`src/rtl/cnn_pkg.sv`:
```
// Shared definitions for the CNN front-end blocks: default image geometry,
// pixel width and the fill/run control state encoding of the window generator.
package cnn_pkg;

   localparam int CNN_WIDTH = 9;
   localparam int CNN_IMG_W = 28;
   localparam int CNN_IMG_H = 28;

   typedef enum logic {
      FILL = 1'b0,
      RUN  = 1'b1
   } fillState_t;

endpackage

```
`src/rtl/line_buffer.sv`:
```
// Single-row line buffer: one combinational read port and one write port that
// share an address. A read and a write to the same slot in one cycle return
// the old contents, so the caller can move a row down before overwriting it.
module line_buffer #(
   parameter int WIDTH = 9,
   parameter int DEPTH = 28,
   parameter int AW    = $clog2(DEPTH)
) (
   input  logic             clk,
   input  logic             i_we,
   input  logic [AW-1:0]    i_addr,
   input  logic [WIDTH-1:0] i_wrData,
   output logic [WIDTH-1:0] o_rdData
);

   logic [WIDTH-1:0] r_mem [DEPTH];

   assign o_rdData = r_mem[i_addr];

   // Store the new value at the current column; contents are never reset
   always_ff @(posedge clk) begin
      if (i_we) begin
         r_mem[i_addr] <= i_wrData;
      end
   end

endmodule

```
`src/rtl/window_gen_3x3.sv`:
```
// 3x3 sliding-window generator. Pixels arrive in raster order; two line
// buffers hold the previous two rows and a 3x3 tap array shifts left on every
// accepted pixel. A window is presented the cycle after the pixel that
// completes a fully-inside (no padding) 3x3 neighbourhood, and is held while
// the downstream stage stalls.
module window_gen_3x3
   import cnn_pkg::*;
#(
   parameter int WIDTH = CNN_WIDTH,
   parameter int IMG_W = CNN_IMG_W,
   parameter int IMG_H = CNN_IMG_H
) (
   input  logic             clk,
   input  logic             rst,
   input  logic             in_valid,
   input  logic [WIDTH-1:0] in_data,
   output logic             in_ready,
   output logic [WIDTH-1:0] w00,
   output logic [WIDTH-1:0] w01,
   output logic [WIDTH-1:0] w02,
   output logic [WIDTH-1:0] w10,
   output logic [WIDTH-1:0] w11,
   output logic [WIDTH-1:0] w12,
   output logic [WIDTH-1:0] w20,
   output logic [WIDTH-1:0] w21,
   output logic [WIDTH-1:0] w22,
   output logic             out_valid,
   output logic             out_last,
   input  logic             out_ready
);

   localparam int CW = $clog2(IMG_W);
   localparam int RW = $clog2(IMG_H);
   localparam logic [CW-1:0] COL_LAST = CW'(IMG_W - 1);
   localparam logic [CW-1:0] COL_TWO  = CW'(2);
   localparam logic [RW-1:0] ROW_LAST = RW'(IMG_H - 1);
   localparam logic [RW-1:0] ROW_ONE  = RW'(1);

   logic             w_accept;
   logic             w_colWrap;
   logic             w_frameWrap;
   logic             w_emit;
   logic             w_lastPix;
   fillState_t       r_state;
   fillState_t       w_stateNext;
   logic [CW-1:0]    r_col;
   logic [RW-1:0]    r_row;
   logic [WIDTH-1:0] w_lb0Rd;
   logic [WIDTH-1:0] w_lb1Rd;
   logic [WIDTH-1:0] r_tap [3][3];
   logic             r_outValid;
   logic             r_outLast;

   assign in_ready    = !r_outValid || out_ready;
   assign w_accept    = in_valid && in_ready;
   assign w_colWrap   = (r_col == COL_LAST);
   assign w_frameWrap = w_colWrap && (r_row == ROW_LAST);

   // lb0 holds the row above the current one, lb1 the row above that; lb1 is
   // refilled from lb0's old contents as lb0 takes the new pixel
   line_buffer #(
      .WIDTH (WIDTH),
      .DEPTH (IMG_W),
      .AW    (CW)
   ) u_lb0 (
      .clk      (clk),
      .i_we     (w_accept),
      .i_addr   (r_col),
      .i_wrData (in_data),
      .o_rdData (w_lb0Rd)
   );

   line_buffer #(
      .WIDTH (WIDTH),
      .DEPTH (IMG_W),
      .AW    (CW)
   ) u_lb1 (
      .clk      (clk),
      .i_we     (w_accept),
      .i_addr   (r_col),
      .i_wrData (w_lb0Rd),
      .o_rdData (w_lb1Rd)
   );

   // Raster position of the next pixel; wraps straight into the next frame
   always_ff @(posedge clk) begin
      if (rst) begin
         r_col <= '0;
         r_row <= '0;
      end else if (w_accept) begin
         if (w_colWrap) begin
            r_col <= '0;
            r_row <= w_frameWrap ? '0 : r_row + RW'(1);
         end else begin
            r_col <= r_col + CW'(1);
         end
      end
   end

   // Control state register
   always_ff @(posedge clk) begin
      if (rst) begin
         r_state <= FILL;
      end else begin
         r_state <= w_stateNext;
      end
   end

   // FILL covers the first two rows where no full window exists; in RUN a
   // window is emitted once the column has reached 2
   always_comb begin
      w_stateNext = r_state;
      w_emit      = 1'b0;
      w_lastPix   = 1'b0;
      case (r_state)
         FILL: begin
            if (w_accept && w_colWrap && (r_row == ROW_ONE)) begin
               w_stateNext = RUN;
            end
         end
         RUN: begin
            w_emit    = w_accept && (r_col >= COL_TWO);
            w_lastPix = w_emit && w_frameWrap;
            if (w_accept && w_frameWrap) begin
               w_stateNext = FILL;
            end
         end
         default: begin
            w_stateNext = FILL;
         end
      endcase
   end

   // Tap array shifts left on accept; the new right column is the pixel and
   // the two line-buffer values read at its column
   always_ff @(posedge clk) begin
      if (rst) begin
         for (int r = 0; r < 3; r++) begin
            for (int c = 0; c < 3; c++) begin
               r_tap[r][c] <= '0;
            end
         end
      end else if (w_accept) begin
         for (int r = 0; r < 3; r++) begin
            r_tap[r][0] <= r_tap[r][1];
            r_tap[r][1] <= r_tap[r][2];
         end
         r_tap[0][2] <= w_lb1Rd;
         r_tap[1][2] <= w_lb0Rd;
         r_tap[2][2] <= in_data;
      end
   end

   // Output flags: reloaded on every accept, otherwise cleared once the
   // downstream stage takes the window
   always_ff @(posedge clk) begin
      if (rst) begin
         r_outValid <= 1'b0;
         r_outLast  <= 1'b0;
      end else if (w_accept) begin
         r_outValid <= w_emit;
         r_outLast  <= w_lastPix;
      end else if (out_ready) begin
         r_outValid <= 1'b0;
         r_outLast  <= 1'b0;
      end
   end

   assign out_valid = r_outValid;
   assign out_last  = r_outLast;
   assign w00 = r_tap[0][0];
   assign w01 = r_tap[0][1];
   assign w02 = r_tap[0][2];
   assign w10 = r_tap[1][0];
   assign w11 = r_tap[1][1];
   assign w12 = r_tap[1][2];
   assign w20 = r_tap[2][0];
   assign w21 = r_tap[2][1];
   assign w22 = r_tap[2][2];

endmodule

```
`config.mk`:
```
export PLATFORM = sky130hd
export DESIGN_NAME = window_gen_3x3
export DESIGN_NICKNAME = d
export VERILOG_FILES = /design/src/rtl/cnn_pkg.sv /design/src/rtl/line_buffer.sv /design/src/rtl/window_gen_3x3.sv
export SDC_FILE = /design/constraint.sdc
export NUM_CORES = 1
export LEC_CHECK = 0
export ABC_AREA = 1
export BUFFER_PORTS_ARGS = -buffer_cell sky130_fd_sc_hd__buf_2
export CAP_MARGIN = 20
export CELL_PAD_IN_SITES_DETAIL_PLACEMENT = 0
export CELL_PAD_IN_SITES_GLOBAL_PLACEMENT = 2
export CORE_AREA = 4 4 248 250
export CTS_CLUSTER_DIAMETER = 80
export CTS_CLUSTER_SIZE = 30
export DETAILED_ROUTE_END_ITERATION = 16
export DIE_AREA = 0 0 252 254
export GPL_ROUTABILITY_DRIVEN = 0
export PLACE_DENSITY_LB_ADDON = 0.12
export SLEW_MARGIN = 10
export SYNTH_ARGS = -nofsm -noshare
export SYNTH_HDL_FRONTEND = slang
export SYNTH_SLANG_ARGS = --single-unit
```
`constraint.sdc`:
```
create_clock -name clk -period 3.6 [get_ports clk]
set_input_delay 0.54 -clock clk [delete_from_list [all_inputs] [get_ports clk]]
set_output_delay 0.54 -clock clk [all_outputs]
set_load 0.02 [all_outputs]
```
==> impl_metrics.csv <==
group,metric,value,unit
outcome,outcome,"completed",
synth,synthMuxAreaShare,0,%
placed_design,io_buffers,96,
synth,synth.area.top_cells,"edfxtp_1 71%, nand2_1 9.0%, nand3_1 5.2%",
floorplanning,die_y,254,um
worst_setup_path,reg2reg_setup_slack,0.76,ns
clock_network,clock_sinks,603,
power_and_ir_drop,p_leak,0.0105,uW
layout,nNetsFinal,2269,
route,viasPerCell,5.08,
synth,yosysWarnings,0,
synth,synth_top_area_share,70.9,%
worst_hold_path,min_from,"out_ready",
worst_setup_path,crit_path_end_kind,"register",
power_and_ir_drop,p_comb_share,9.0,%
floorplanning,initial_core_util,42.0,%
worst_hold_path,hold_end,"out_last$_SDFFE_PP0P_",
layout,postLayoutCellArea,0.0274,mm2
synth,synth_top_cell_by_area,"edfxtp_1",
power_and_ir_drop,seq_power_share,57.6,%
synth,syn_inst,2169,
route,wire_per_inst,21.7,um
synth,syn_area,0.0248,mm2
global_route,grt_pass1_wl,98000,um
power_and_ir_drop,switching_share,24.7,%
global_route,overflow,0,
clock_network,cts_buffers,35,
synth,ys_seq_area_share,72.4,%
placed_design,place_area,0.0261,mm2
worst_setup_path,worstPathRequired,3.86,ns
sta,hold_viol,0,
global_route,antenna_found_initial,0,
synth,synth_nets,2188,
floorplanning,fp-row-count,89,
clock_network,clkTransAtPathRegs,0.09,ns
clock_network,cts.hold.buffers_added,0,
floorplanning,die_x,252,um
global_route,grt_max_degree,116,
layout,fin_util,46.4,%
layout,final_cells,3049,
sta,post-route-period-util,78.9,%
power_and_ir_drop,clkPwrFrac,33.4,%
clock_network,worstSkewPairLatency,0.58,ns
worst_setup_path,crit_arrival,3.10,ns
power_and_ir_drop,p_sw,3430,uW
floorplanning,ioPinCount,97,
floorplanning,die-area,0.0640,mm2
route,drc,0,
worst_hold_path,worstHoldPathType,"input port to register",
clock_network,cts_max_level,2,
sta,maxSlewViolCount,0,
synth,synth-simple-area-share,18.5,%
job,cap_violations,0,
worst_setup_path,crit_type,"register to register",
worst_setup_path,r2r_cells,10,
sta,skew,0.0277,ns
synth,synth.distinct_cells,33,
clock_network,cts_tree,"yes",
clock_network,clockRootBuffer,"clkbuf_16",
route,postRouteAntennaNets,0,
sta,slew_headroom,38.7,%
route,vias,15500,
worst_setup_path,start_kind,"register",
clock_network,cts.repair.resized,0,
route,drt-initial-drc-count,1182,
sta,finalSetupViolations,0,
layout,drive_above_1_share,11.4,%
worst_setup_path,cp_max_fo,71,
synth,synth_xor_area_share,0.0707,%
worst_setup_path,r2r_end,"u_lb1.r_mem[24][2]$_DFFE_PP_",
synth,synth_adder_area_share,0.303,%
placed_design,dp_cells,2986,
route,drt_pass1_iterations,5,
route,routed_wl,66100,um
power_and_ir_drop,p_per_area,507,mW/mm2
power_and_ir_drop,p_int,10400,uW
global_route,grt_usage,20.4,%
layout,syn_to_final_growth,10.5,%
clock_network,clockBufferDepth,3,
global_route,grt_pass1_vias,15400,
sta,rsz0062_at_grt,"false",
synth,synth.ff_latch_count,603,
sta,fin_crit,2.84,ns
sta,worstMarginPinSlew,0.918,ns
synth,syn_avg_cell_area,11.4,um2
synth,synth_top_family_by_area,"simple AND/OR/NAND/NOR gates",
worst_hold_path,min_path_cells,4,
sta,fin_tns_setup,0,ns
placed_design,hpwl,37200,um
clock_network,cts_setup_buffers,0,
floorplanning,fp.coreArea,0.0590,mm2
power_and_ir_drop,ir_drop,0.372,mV
layout,diodes,0,
sta,max_freq,352,MHz
synth,synth_compound_area_share,2.83,%
## flip-flops by register name, summed over array words and instances, names as in the netlist, named ones only
| signal | cells |
|---|---|
| r_col | 5 |
| r_row | 5 |
| r_tap | 81 |
| u_lb0.r_mem | 252 |
| out_last | 1 |
| u_lb1.r_mem | 252 |
| out_valid | 1 |
| r_state | 1 |
## synthesized netlist by cell type
master / number
nand2_1: 593
edfxtp_1: 585
nand3_1: 256
nor2_1: 252
inv_1: 187
o21ai_1: 55
buf_2: 46
o21ai_0: 38
buf_6: 22
buf_4: 21
clkbuf_1: 19
a21oi_1: 18
dfxtp_1: 18
o211ai_1: 11
buf_1: 7
ha_1: 6
o22ai_1: 6
inv_2: 4
nor3_1: 4
nand4_1: 3
nand2_2: 2
nor2_4: 2
o32ai_1: 2
or2_2: 2
xor2_1: 2
buf_12: 1
inv_4: 1
inv_6: 1
nand3b_1: 1
nand4_2: 1
nor2_2: 1
o31ai_1: 1
or2_1: 1
## worst max-delay path, stage by stage, from the launching register on
cell and delay [ns]:
dfxtp_4 0.39, inv_6 0.46, buf_4 0.35, nand2_1 0.08, nand3_1 0.08, nand2_1 0.06, nand2_1 0.05, nand3_1 0.08
nand3_1 0.20, nand2_1 0.16, inv_1 0.58
## logic make-up (layout without fill, tap and decap cells)
family	after synthesis	in the layout
AND/OR/NAND/NOR	1118	1118
buffers and inverters	309	416
adder cells (fa/ha/maj)	6	6
AO/OA/AOI/OAI	131	131
XOR/XNOR	2	2
flip-flops	603	603
## per-layer routing
layer / share of wire [%] / GRT usage, %
met5: 0 / 0
met4: 2.2 / 5.17
met3: 3.5 / 2.09
met2: 50 / 35.1
met1: 44 / 28.1
## cells in the final DEF (no fill, tap or decap), types with 18 or more instances in the layout
| master | count |
|---|---|
| a21oi_1 | 18 |
| buf_2 | 96 |
| buf_4 | 55 |
| clkbuf_16 | 37 |
| edfxtp_1 | 585 |
| inv_1 | 187 |
| nand2_1 | 592 |
| nand3_1 | 256 |
| nor2_1 | 228 |
| nor2_2 | 25 |
| o21ai_0 | 38 |
| o21ai_1 | 55 |
## cell type report
class	count	area [um2]
sequential	603	17900
inverter	193	732
timing repair buffer	160	1070
tap	773	967
multi-input combinational	1257	5430
clock inverter	23	289
fill	5483	31700
clock buffer	40	937
## through the flow
step	setup WS [ns]	hold WS [ns]	total power, uW
6_report	0.759	0.255	13900
5_1_grt	0.560	0.256	14400
4_1_cts	0.723	0.217	14000
3_5_place_dp	0.742	0.492	9430
3_3_place_gp	0.769	0.476	9420
2_1_floorplan	0.405	0.470	8960
## worst max path at each step
| stage | from | endpoint | cells after the start |
|---|---|---|---|
| final | register | u_lb1.r_mem[24][2]$_DFFE_PP_ | 10 |
| after global placement | register | u_lb1.r_mem[1][2]$_DFFE_PP_ | 10 |
| after floorplan | out_ready | register | 5 |
| after CTS | register | u_lb1.r_mem[24][2]$_DFFE_PP_ | 10 |
| after detailed placement | register | u_lb1.r_mem[0][2]$_DFFE_PP_ | 10 |
| after global routing | register | u_lb1.r_mem[0][2]$_DFFE_PP_ | 10 |
## power groups by stage
stage               combinational (uW)  clock (uW)  sequential [uW]
global placement                  1270           0             8160
CTS                               1280        4770             8000
detailed placement                1270           0             8160
floorplan                          744           0             8220
finish                            1250        4630             8000
global route                      1400        5020             8010
(Power assumes the default switching activity.)
